**src/rtl/alu_seq_pkg.sv**
```systemverilog
// alu_seq_pkg: shared state, sweep size and opcode constants
// for the ALU opcode sequencer.
package alu_seq_pkg;

  typedef enum logic [1:0] {
    IDLE = 2'd0,
    RUN  = 2'd1,
    DONE = 2'd2
  } state_t;

  localparam int NUM_OPS = 8;

  localparam logic [2:0] OP_SOM = 3'd0;
  localparam logic [2:0] OP_SUB = 3'd1;
  localparam logic [2:0] OP_SHL = 3'd2;
  localparam logic [2:0] OP_SHR = 3'd3;
  localparam logic [2:0] OP_OR  = 3'd4;
  localparam logic [2:0] OP_AND = 3'd5;
  localparam logic [2:0] OP_XOR = 3'd6;
  localparam logic [2:0] OP_NOT = 3'd7;

endpackage

```
**src/rtl/alu_seq_dwell_cnt.sv**
```systemverilog
// alu_seq_dwell_cnt: 8-bit dwell counter with clear, enable
// and terminal count at DWELL-1; wraps to 0 on terminal count.
module alu_seq_dwell_cnt #(
  parameter int DWELL = 4
) (
  input  logic clk,
  input  logic rst,
  input  logic clr,
  input  logic en,
  output logic tc
);

  localparam logic [7:0] TC_VAL = 8'(DWELL - 1);

  logic [7:0] cnt;

  assign tc = (cnt == TC_VAL);

  always_ff @(posedge clk) begin
    if (rst || clr) begin
      cnt <= '0;
    end else if (en) begin
      cnt <= tc ? 8'd0 : cnt + 8'd1;
    end
  end

endmodule

```
**src/rtl/alu_op_sequencer.sv**
```systemverilog
// alu_op_sequencer: sweeps the ALU through all opcodes for one
// operand pair. Optional ALU_SEQ_PAUSE_EN adds a pause input.
module alu_op_sequencer
  import alu_seq_pkg::*;
#(
  parameter int DWELL = 4
) (
  input  logic       clk,
  input  logic       rst,
  input  logic       start,
`ifdef ALU_SEQ_PAUSE_EN
  input  logic       pause,
`endif
  input  logic [3:0] a_in,
  input  logic [3:0] b_in,
  input  logic [3:0] alu_s,
  input  logic       alu_cout_som,
  input  logic       alu_cout_sub,
  output logic [3:0] a_out,
  output logic [3:0] b_out,
  output logic [2:0] op_sel,
  output logic       busy,
  output logic       done,
  input  logic [2:0] rd_addr,
  output logic [3:0] rd_data,
  output logic       cout_som_q,
  output logic       cout_sub_q
);

  localparam logic [2:0] LAST_OP = 3'(NUM_OPS - 1);

  state_t state;
  state_t nxt;

  logic       hold;
  logic       run_en;
  logic       tc;
  logic       cap;
  logic       last;
  logic       go;
  logic [3:0] bank [NUM_OPS];

`ifdef ALU_SEQ_PAUSE_EN
  assign hold = pause;
`else
  assign hold = 1'b0;
`endif

  assign go     = (state == IDLE) && start;
  assign run_en = (state == RUN) && !hold;
  assign cap    = run_en && tc;
  assign last   = (op_sel == LAST_OP);

  alu_seq_dwell_cnt #(
    .DWELL (DWELL)
  ) u_cnt (
    .clk (clk),
    .rst (rst),
    .clr (go),
    .en  (run_en),
    .tc  (tc)
  );

  always_ff @(posedge clk) begin
    if (rst) begin
      state <= IDLE;
    end else begin
      state <= nxt;
    end
  end

  always_comb begin
    nxt = state;
    unique case (state)
      IDLE: if (start) nxt = RUN;
      RUN:  if (cap && last) nxt = DONE;
      DONE: nxt = IDLE;
      default: nxt = IDLE;
    endcase
  end

  always_comb begin
    busy = 1'b0;
    done = 1'b0;
    unique case (state)
      RUN:  busy = 1'b1;
      DONE: done = 1'b1;
      default: ;
    endcase
  end

  // op_sel parks at the last opcode after a sweep until restarted
  always_ff @(posedge clk) begin
    if (rst) begin
      a_out      <= '0;
      b_out      <= '0;
      op_sel     <= '0;
      cout_som_q <= 1'b0;
      cout_sub_q <= 1'b0;
      for (int i = 0; i < NUM_OPS; i++) begin
        bank[i] <= '0;
      end
    end else begin
      if (go) begin
        a_out  <= a_in;
        b_out  <= b_in;
        op_sel <= OP_SOM;
      end
      if (cap) begin
        bank[op_sel] <= alu_s;
        if (op_sel == OP_SOM) cout_som_q <= alu_cout_som;
        if (op_sel == OP_SUB) cout_sub_q <= alu_cout_sub;
        if (!last) op_sel <= op_sel + 3'd1;
      end
    end
  end

  assign rd_data = bank[rd_addr];

endmodule

```
**config.mk**
```make
export PLATFORM = sky130hd
export DESIGN_NAME = alu_op_sequencer
export DESIGN_NICKNAME = d
export VERILOG_FILES = /design/src/rtl/alu_seq_pkg.sv /design/src/rtl/alu_seq_dwell_cnt.sv /design/src/rtl/alu_op_sequencer.sv
export SDC_FILE = /design/constraint.sdc
export NUM_CORES = 1
export LEC_CHECK = 0
export ABC_AREA = 0
export ABC_CLOCK_PERIOD_IN_PS = 2300
export CAP_MARGIN = 20
export CELL_PAD_IN_SITES_DETAIL_PLACEMENT = 2
export CELL_PAD_IN_SITES_GLOBAL_PLACEMENT = 2
export CORE_UTILIZATION = 31
export DETAILED_ROUTE_END_ITERATION = 10
export PLACE_DENSITY_LB_ADDON = 0.3
export REMOVE_ABC_BUFFERS = 1
export SLEW_MARGIN = 20
export SYNTH_ARGS = -nofsm -noshare
export SYNTH_HDL_FRONTEND = slang
export SYNTH_SLANG_ARGS = --single-unit
```
**constraint.sdc**
```tcl
create_clock -name clk -period 2.3 [get_ports clk]
set_input_delay 0.345 -clock clk [delete_from_list [all_inputs] [get_ports clk]]
set_output_delay 0.345 -clock clk [all_outputs]
set_load 0.005 [all_outputs]
```
==> flow_summary.yaml, run 1 <==
status:
  status: "complete, no violations"
clock_tree:
  htreeDepth: 2
  root_buffer: "clkbuf_8"
  hold_buffers: 0
  cts.reportedPaths.clkPinSlew_ps: 100
  cts_buffers: 5
  cts.sinks: 55
  clkLatencyLatePin_ps: 310
  tritoncts: "yes"
  clockBufferDepth: 2
worst_setup_path:
  critPathLaunchType: "primary input"
  critPathArrivalTime_ps: 1880
  cp-end-kind: "primary output"
  critPathMaxStageDelay_ps: 480
  r2r-start: "u_cnt.cnt[3]"
  path_class: "in2out"
  crit_start: "rd_addr[1]"
  required_ps: 1960
  slowest_stage: "clkdlybuf4s50_1"
  path_max_fanout: 7
  path_cells: "clkdlybuf4s50_1 > buf_6 > buf_4 > mux4_2 > mux2_2 > dlygate4sd2_1"
min_path:
  hp-start: "b_out[0]"
  hold_path.class: "reg2reg"
power:
  p_leak_nw: 1.13
  pwr_density_cell_nw_per_um2: 554
  switching_share: 0.235
  p_sw_w: 0.000429
  internal-power_w: 0.00139
  ir_worst_vdd_mv: 0.255
  combPwrFrac: 0.109
  clkPwrFrac: 0.295
  p_seq_frac: 0.596
yosys:
  synth-main-ff-cell: "edfxtp_1"
  ys_top_cells_by_count: "34 x nor3_1, 32 x edfxtp_1, 23 x dfxtp_1, 23 x nand2_1, 17 x a21oi_1"
  synth_most_common_cell: "nor3_1"
  synth_area_per_cell_sq_um: 11.2
  ys_seq_elements: 55
  ys_types: 36
  postSynth.asyncResetShare: 0
  synth_top_cells_by_area: "edfxtp_1 38%, dfxtp_1 18%, mux4_2 7.0%"
  synth-seq-area-share: 0.555
  synthCells: 228
  synth_edf_count: 32
  yosysTopAreaCell: "edfxtp_1"
  yosysTopAreaCellShare: 0.375
  netlist_area_sq_um: 2560
  yosys_warnings: 0
sta:
  rsz0062_at_grt: "false"
  setup_tns_ps: 0
  fmax_ghz: 0.450
  tightestPinTransition_ps: 492
  holdWs_ps: 471
  clock_skew_ps: 9.86
  finalCritPeriodShare: 0.966
  fin_ws_ps: 78.9
  period_needed_ps: 2220
  hold_viol_final: 0
  slew_headroom: 0.669
  drv_slew: 0
  setup_viol: 0
layout:
  fin_nets: 307
  multi_input_area_sq_um: 1040
  diodes: 0
  seq_area_sq_um: 1420
  drive_gt1_frac: 0.163
  fillers: 844
  fin_area_sq_um: 3280
  area_delta_synth_final_pct: 28.3
  final_core_util: 0.419
floorplan:
  die-area_sq_um: 8630
  io_pins: 39
  die_x_um: 92.9
  std_cell_rows: 32
  initial_core_util: 0.326
  die_h_um: 92.9
  core_area_sq_um: 7850
drt:
  dr_total_vias: 1994
  dr.pass1.iters: 4
  routed_via_density: 5.18
  drc: 0
  routed_wl_um: 6700
  ant_nets: 0
  wl_per_cell_um: 17.4
  drt_iter0_drc: 68
global_routing:
  grt_pass1_wl_um: 11100
  grt_pass1_vias: 2141
  antenna_found_initial: 0
  grt_max_degree: 18
  grt_usage: 0.170
  grt-ovfl-total: 0
place:
  pre_cts_ws_ps: -266
  gp_congestion: 0.742
  placed_area_sq_um: 3180
  port_buffers: 38
  place_hpwl_um: 5060
flow_run:
  maxCapViolCount: 0
## placed cells by master (no fill, tap or decap), types with 2 or more instances in the layout
cell type and n:
nor4_1 3, dfxtp_1 23, clkdlybuf4s50_1 33, a21oi_1 17, ha_1 5, nand4_1 5, nand3_1 3, nor2_1 2
dlymetal6s2s_1 2, o311ai_0 3, mux4_2 8, xnor2_1 2, inv_1 6, or3_1 7, nand2_1 23, clkinv_1 5
dlygate4sd2_1 3, nor3_1 34, o21ai_0 7, or4_1 3, mux2_2 4, clkbuf_8 5, mux2i_1 3, buf_4 20
edfxtp_1 32, nand3b_1 2, o21ai_1 2, o31ai_1 5, nand2b_1 3
## power by group through the flow
| stage | clock network [W] | logic (W) | registers (W) |
|---|---|---|---|
| after floorplan | 0 | 0.0000814 | 0.00110 |
| after global placement | 0 | 0.000199 | 0.00111 |
| after detailed placement | 0 | 0.000203 | 0.00111 |
| after CTS | 0.000555 | 0.000204 | 0.00109 |
| after global routing | 0.000590 | 0.000219 | 0.00109 |
| final | 0.000537 | 0.000199 | 0.00108 |
## flip-flops by register name (all words and copies together), names as in the netlist
| register | cells |
|---|---|
| bank | 32 |
| u_cnt.cnt | 8 |
| a_out | 4 |
| b_out | 4 |
| op_sel | 3 |
| state | 2 |
| cout_som_q | 1 |
| cout_sub_q | 1 |
## cell families after synthesis
| logic type | Yosys count | share of synthesized area |
|---|---|---|
| buffers and inverters | 24 | 0.0376 |
| adder cells (fa/ha/maj) | 5 | 0.0244 |
| AND/OR/NAND/NOR | 92 | 0.194 |
| XOR/XNOR | 2 | 0.00684 |
| AO/OA/AOI/OAI | 35 | 0.0821 |
| flip-flops | 55 | 0.555 |
| multiplexers | 15 | 0.0997 |
## worst paths after layout
path	slack, ps	end	depth (start not counted)
worst max-delay path	80	rd_data[1]	6
worst min-delay path	470	b_out[0]	2
worst max register to register	210	bank[3][1]	3
worst min register to register	470	b_out[0]	2
## metal layers
| layer | routed length (um) | global-route usage | up-vias |
|---|---|---|---|
| met5 | 0 | 0 | - |
| met4 | 74 | 0.0423 | 0 |
| met3 | 161 | 0.0312 | 5 |
| met2 | 3640 | 0.319 | 31 |
| met1 | 2820 | 0.198 | 992 |
| li1 | - | - | 966 |
## cell type report
class / instances / area share
repair buffers: 60 / 0.171
clock inverters: 3 / 0.00610
inverters: 11 / 0.0126
well taps: 102 / 0.0389
clock buffers: 5 / 0.0210
flip-flops and latches: 55 / 0.433
multi-input cells: 149 / 0.317
## through the flow
stage          total power [W]  cells
2_1_floorplan          0.00118    215
4_1_cts                0.00184    384
5_1_grt                0.00190    385
3_3_place_gp           0.00131    375
3_5_place_dp           0.00131    375
6_report               0.00182    385
## what timing repair did
action                                  in CTS  in global routing
buffers inserted                             1                  1
cloned                                       0                  0
endpoints found under the setup margin       4                  2
gates resized for setup                      4                  2
## worst max-delay path, delay by kind of cell
kind                   cells  cell delay [ps]
multiplexers               2              550
buffers and inverters      4              980
No activity file was read; power rests on OpenSTA's default activity.
==> run 2, diff against run 1 <==
Settings changed: CORE_ASPECT_RATIO set to 1.5, CORE_UTILIZATION 31 to 37, DONT_BUFFER_PORTS set to 1.
==> flow_summary.yaml, run 2 (synthesis gave the netlist of run 1 again) <==
layout:
  final_cell_mix: "34 x nor3_1, 32 x edfxtp_1, 23 x nand2_1, 23 x dfxtp_1, 18 x buf_4"
  fin_nets: 265
  diodes: 0
  reg.largest.list: "bank (32), u_cnt.cnt (8)"
  final_core_util: 0.432
  final_common_cell: "nor3_1"
  fillers: 696
  drive_gt1_frac: 0.174
  area_delta_synth_final_pct: 11.0
  largest_register_ffs: 32
  largest-register: "bank"
sta:
  drv_slew: 0
  period_needed_ps: 2170
  setup_viol: 0
  slew_headroom: 0.592
  fmax_ghz: 0.462
  finalCritPeriodShare: 0.941
  rsz0062_at_grt: "false"
  clock_skew_ps: 15.6
  hold_viol_final: 0
  tightestPinTransition_ps: 607
  setup_tns_ps: 0
global_routing:
  grt_usage: 0.220
  grt-ovfl-total: 0
  grt_pass1_wl_um: 12000
  grt_pass1_vias: 2169
  antenna_found_initial: 0
  grt_max_degree: 17
worst_setup_path:
  slowest_stage: "or4b_1"
  path_class: "reg2reg"
  critPathMaxStageDelay_ps: 470
  path_cells: "ha_1 > or4b_1 > or3_4 > o31ai_1 > buf_4"
  critPathLaunchType: "flop"
  cp-end-kind: "flop"
  critPathTopFamily: "simple AND/OR/NAND/NOR gates"
  path_max_fanout: 4
  required_ps: 2330
  critPathBufInv: 1
  critPathArrivalTime_ps: 2200
floorplan:
  io_pins: 39
  die_x_um: 69.9
  die-area_sq_um: 7260
  die_h_um: 104
  core_area_sq_um: 6580
  initial_core_util: 0.389
  std_cell_rows: 36
power:
  p_leak_nw: 0.946
  power.total_w: 0.00186
  ir_worst_vdd_mv: 0.370
  pwr_density_cell_nw_per_um2: 655
clock_tree:
  cts_buffers: 5
  root_buffer: "clkbuf_8"
  htreeDepth: 2
  cts_resized: 0
  tritoncts: "yes"
  clockBufferDepth: 2
  clkLatencyLatePin_ps: 320
  cts.sinks: 55
  cts.reportedPaths.clkPinSlew_ps: 90
drt:
  dr_total_vias: 1900
  wl_per_cell_um: 24.2
  dr.pass1.iters: 6
  wl_met2_um: 4590
  wl_met3_um: 244
  ant_nets: 0
  drt_iter0_drc: 92
  drc: 0
  highest_layer: "met4"
  route.layer.met1.wl_um: 2650
  routed_wl_um: 7680
  routed_via_density: 5.99
place:
  place_hpwl_um: 5890
  port_buffers: 0
  gp_congestion: 0.747
min_path:
  hold_path.class: "in2reg"
flow_run:
  maxCapViolCount: 0
status:
  status: "complete, no violations"
==> run 2: changes by cell type in the layout (fill, tap and decap cells not counted) <==
cell / change
clkdlybuf4s50_1: -33
dlygate4sd2_1: -3
buf_4: -2
dlymetal6s2s_1: -2
buf_12: -1
buf_6: -1
bufinv_16: +1
clkbuf_1: +1
clkbuf_2: +1
clkinv_1: -1
clkinv_4: -1
clkinvlp_4: -1
==> run 2: report_power, final <==
group	internal (W)	total, W	leakage, nW	switching [W]
Sequential	0.00107	0.00109	0.517	0.0000180
Clock	0.000331	0.000649	0.0554	0.000318
Combinational	0.0000542	0.000127	0.373	0.0000726
Total	0.00145	0.00186	0.946	0.000409
==> run 2: cell type report <==
class                      count  area [sq um]  area share
timing repair buffer          18           135      0.0475
inverter                      11          41.3      0.0145
clock inverter                 1          30.0      0.0106
sequential                    55          1420       0.500
tap                           76          95.1      0.0335
multi-input combinational    149          1040       0.367
clock buffer                   7          77.6      0.0273
==> run 2: worst paths after layout <==
kind | endpoint | start | cells after the start | slack, ps
min | b_out[2] | rst | 1 | 90
max | bank[6][0] | u_cnt.cnt[1] | 5 | 130
min reg2reg | b_out[3] | b_out[3] | 2 | 480
max reg2reg | bank[6][0] | u_cnt.cnt[1] | 5 | 130
==> run 2: routing by layer <==
metal	vias to the layer above	track usage
met5	-	0
met4	0	0.0800
met3	14	0.0397
met2	44	0.446
met1	960	0.211
li1	882	-
==> run 2: worst register-to-register path, cell delays in order (launching register included) <==
cell and delay, ps:
dfxtp_1 390, ha_1 200, or4b_1 470, or3_4 370
o31ai_1 260, buf_4 190
==> run 2: metrics by stage <==
step	hold WS, ps	instance area (sq um)	std cells	worst slack [ps]
floorplan	414	2500	215	42.4
global placement	416	2720	307	269
detailed placement	418	2720	307	126
CTS	80.0	2830	315	119
global route	71.8	2840	317	20.5
finish	89.6	2840	317	135
==> run 2: timing repair <==
item | in CTS | in global routing
setup buffers | 0 | 2
setup endpoints to repair | 0 | 1
hold buffers | 0 | 0
==> edit, RTL diff (settings of run 2) <==
Encoding of `state_t`: now one-hot (3 bits for 3 states).
--- a/src/rtl/alu_seq_pkg.sv
+++ b/src/rtl/alu_seq_pkg.sv
@@ -4,6 +4,6 @@
 
-  typedef enum logic [1:0] {
-    IDLE = 2'd0,
-    RUN  = 2'd1,
-    DONE = 2'd2
+  typedef enum logic [2:0] {
+    IDLE = 3'b001,
+    RUN  = 3'b010,
+    DONE = 3'b100
   } state_t;
Check against the original RTL: no difference found for any inputs over 10 cycles, from zero or initial values and one cycle with rst high; not proved beyond that.
==> edit against run 2 <==
  * The flow now finishes with violations (design-rule violations)
  * Sequential share of layout area increased by 0.70 points
  * Routed wire length fell by 21%
  * Die area up 2.0%
  * Synthesized area up 2.1%
  * Sequential cell count is 1 higher
  * Setup slack better by 0.16 ns
  * Final area stayed put
  * Largest power group unchanged
  * Combinational power decreased by 24%
  * Clock skew is 0.0047 ns lower
  * Total power down 6.5%
  * Critical endpoint is now bank[2][2]
==> edit: results (changes against run 2) <==
Worst setup path:
- The worst stage delay on the critical path is 0.37 ns (-0.10 ns).
- The endpoint arrival time on the critical path is 2.04 ns (-0.16 ns).
- The worst register-to-register path ends at bank[2][2].
- On the critical path, the stage with the largest delay is an instance of sky130_fd_sc_hd__dfxtp_1.
- In this run the critical register-to-register path is launched from u_cnt.cnt[0].

Power:
- The leakage component of the power is 1.02 nW (+7.7%).
- The maximum vdd drop came to 0.326 mV (-12%).

Place:
- The total placed cells including tap cells is 300 (-2.3%).
- The weighted congestion at the end of routability-driven global placement is 0.704 (-5.9%).
- The area after detailed placement is 0.00276 sq mm (+1.3%).
- The total half-perimeter wirelength after legalization and detailed placement is 4.77 mm (-19%).

Routing:
- The wire length on met1 came to 2.11 mm (-20%).
- The number of vias per cell after detailed routing is 5.42 (-9.6%).
- The number of detailed-routing iterations run before antenna repair is 7 (+1).
- The total wirelength of the detailed-routed design is 6.06 mm (-21%).
- The count of unresolved DRC violations after routing is 4 (+4).
- The first-iteration detailed-routing DRC count is 104 (+13%).

Synthesis:
- The sequential share of the synthesized area was 55.2% (-0.35 points).
- The average instance area after synthesis came to 11.9 sq um (+5.8%).
- The count of distinct cell types in the synthesized netlist is 38 (+5.6%).

STA:
- The worst hold slack is 0.0714 ns (-0.0182 ns).
- The minimum clock period after layout is 2.00 ns (-0.163 ns).

Global route:
- The met1 layer usage reported by global route is 18.0% (-3.1 points).
- The largest net degree at the start of global routing is 22 (+5).
- The met2 track demand over resource in global routing is 34.6% (-10 points).
- The global-route track usage on met3 came to 4.05% (+0.077 points).
- The number of global-route vias before repair is 1905 (-12%).

Outcome:
- The flow ran to the end, but the final reports show violations.
- The final reports fail on design-rule violations.

Final layout:
- The layout cell share with drive strength beyond 1 is 17.8% (+0.40 points).
- The number of cells in the finished layout apart from fillers is 308 (-2.8%).
- The number of nets in the final layout is 254 (-4.2%).

Min path:
- The worst hold path terminates at a_out[1].
-- edit: power by group through the flow --
| stage | logic [mW] | registers, mW | clock network (mW) |
|---|---|---|---|
| 2_1_floorplan | 0.0682 | 1.12 | 0 |
| 3_3_place_gp | 0.0961 | 1.12 | 0 |
| 3_5_place_dp | 0.0991 | 1.13 | 0 |
| 4_1_cts | 0.0992 | 1.10 | 0.572 |
| 5_1_grt | 0.104 | 1.11 | 0.597 |
| 6_report | 0.0968 | 1.10 | 0.542 |
-- edit: area by class of cell --
class | count | area, sq um
multi-input cells | 151 | 1120
well taps | 78 | 97.6
flip-flops and latches | 56 | 1440
clock buffers | 5 | 68.8
repair buffers | 11 | 82.6
inverters | 4 | 15.0
clock inverters | 3 | 18.8
fillers | 735 | 4010
-- edit: kinds of logic after synthesis --
logic type | Yosys count | share of synthesized area (%)
simple gates | 105 | 24.3
flops | 56 | 55.2
compound gates | 19 | 3.78
mux | 15 | 9.77
buf+inv | 13 | 2.25
xor+xnor | 7 | 2.35
fa+ha+maj | 5 | 2.39
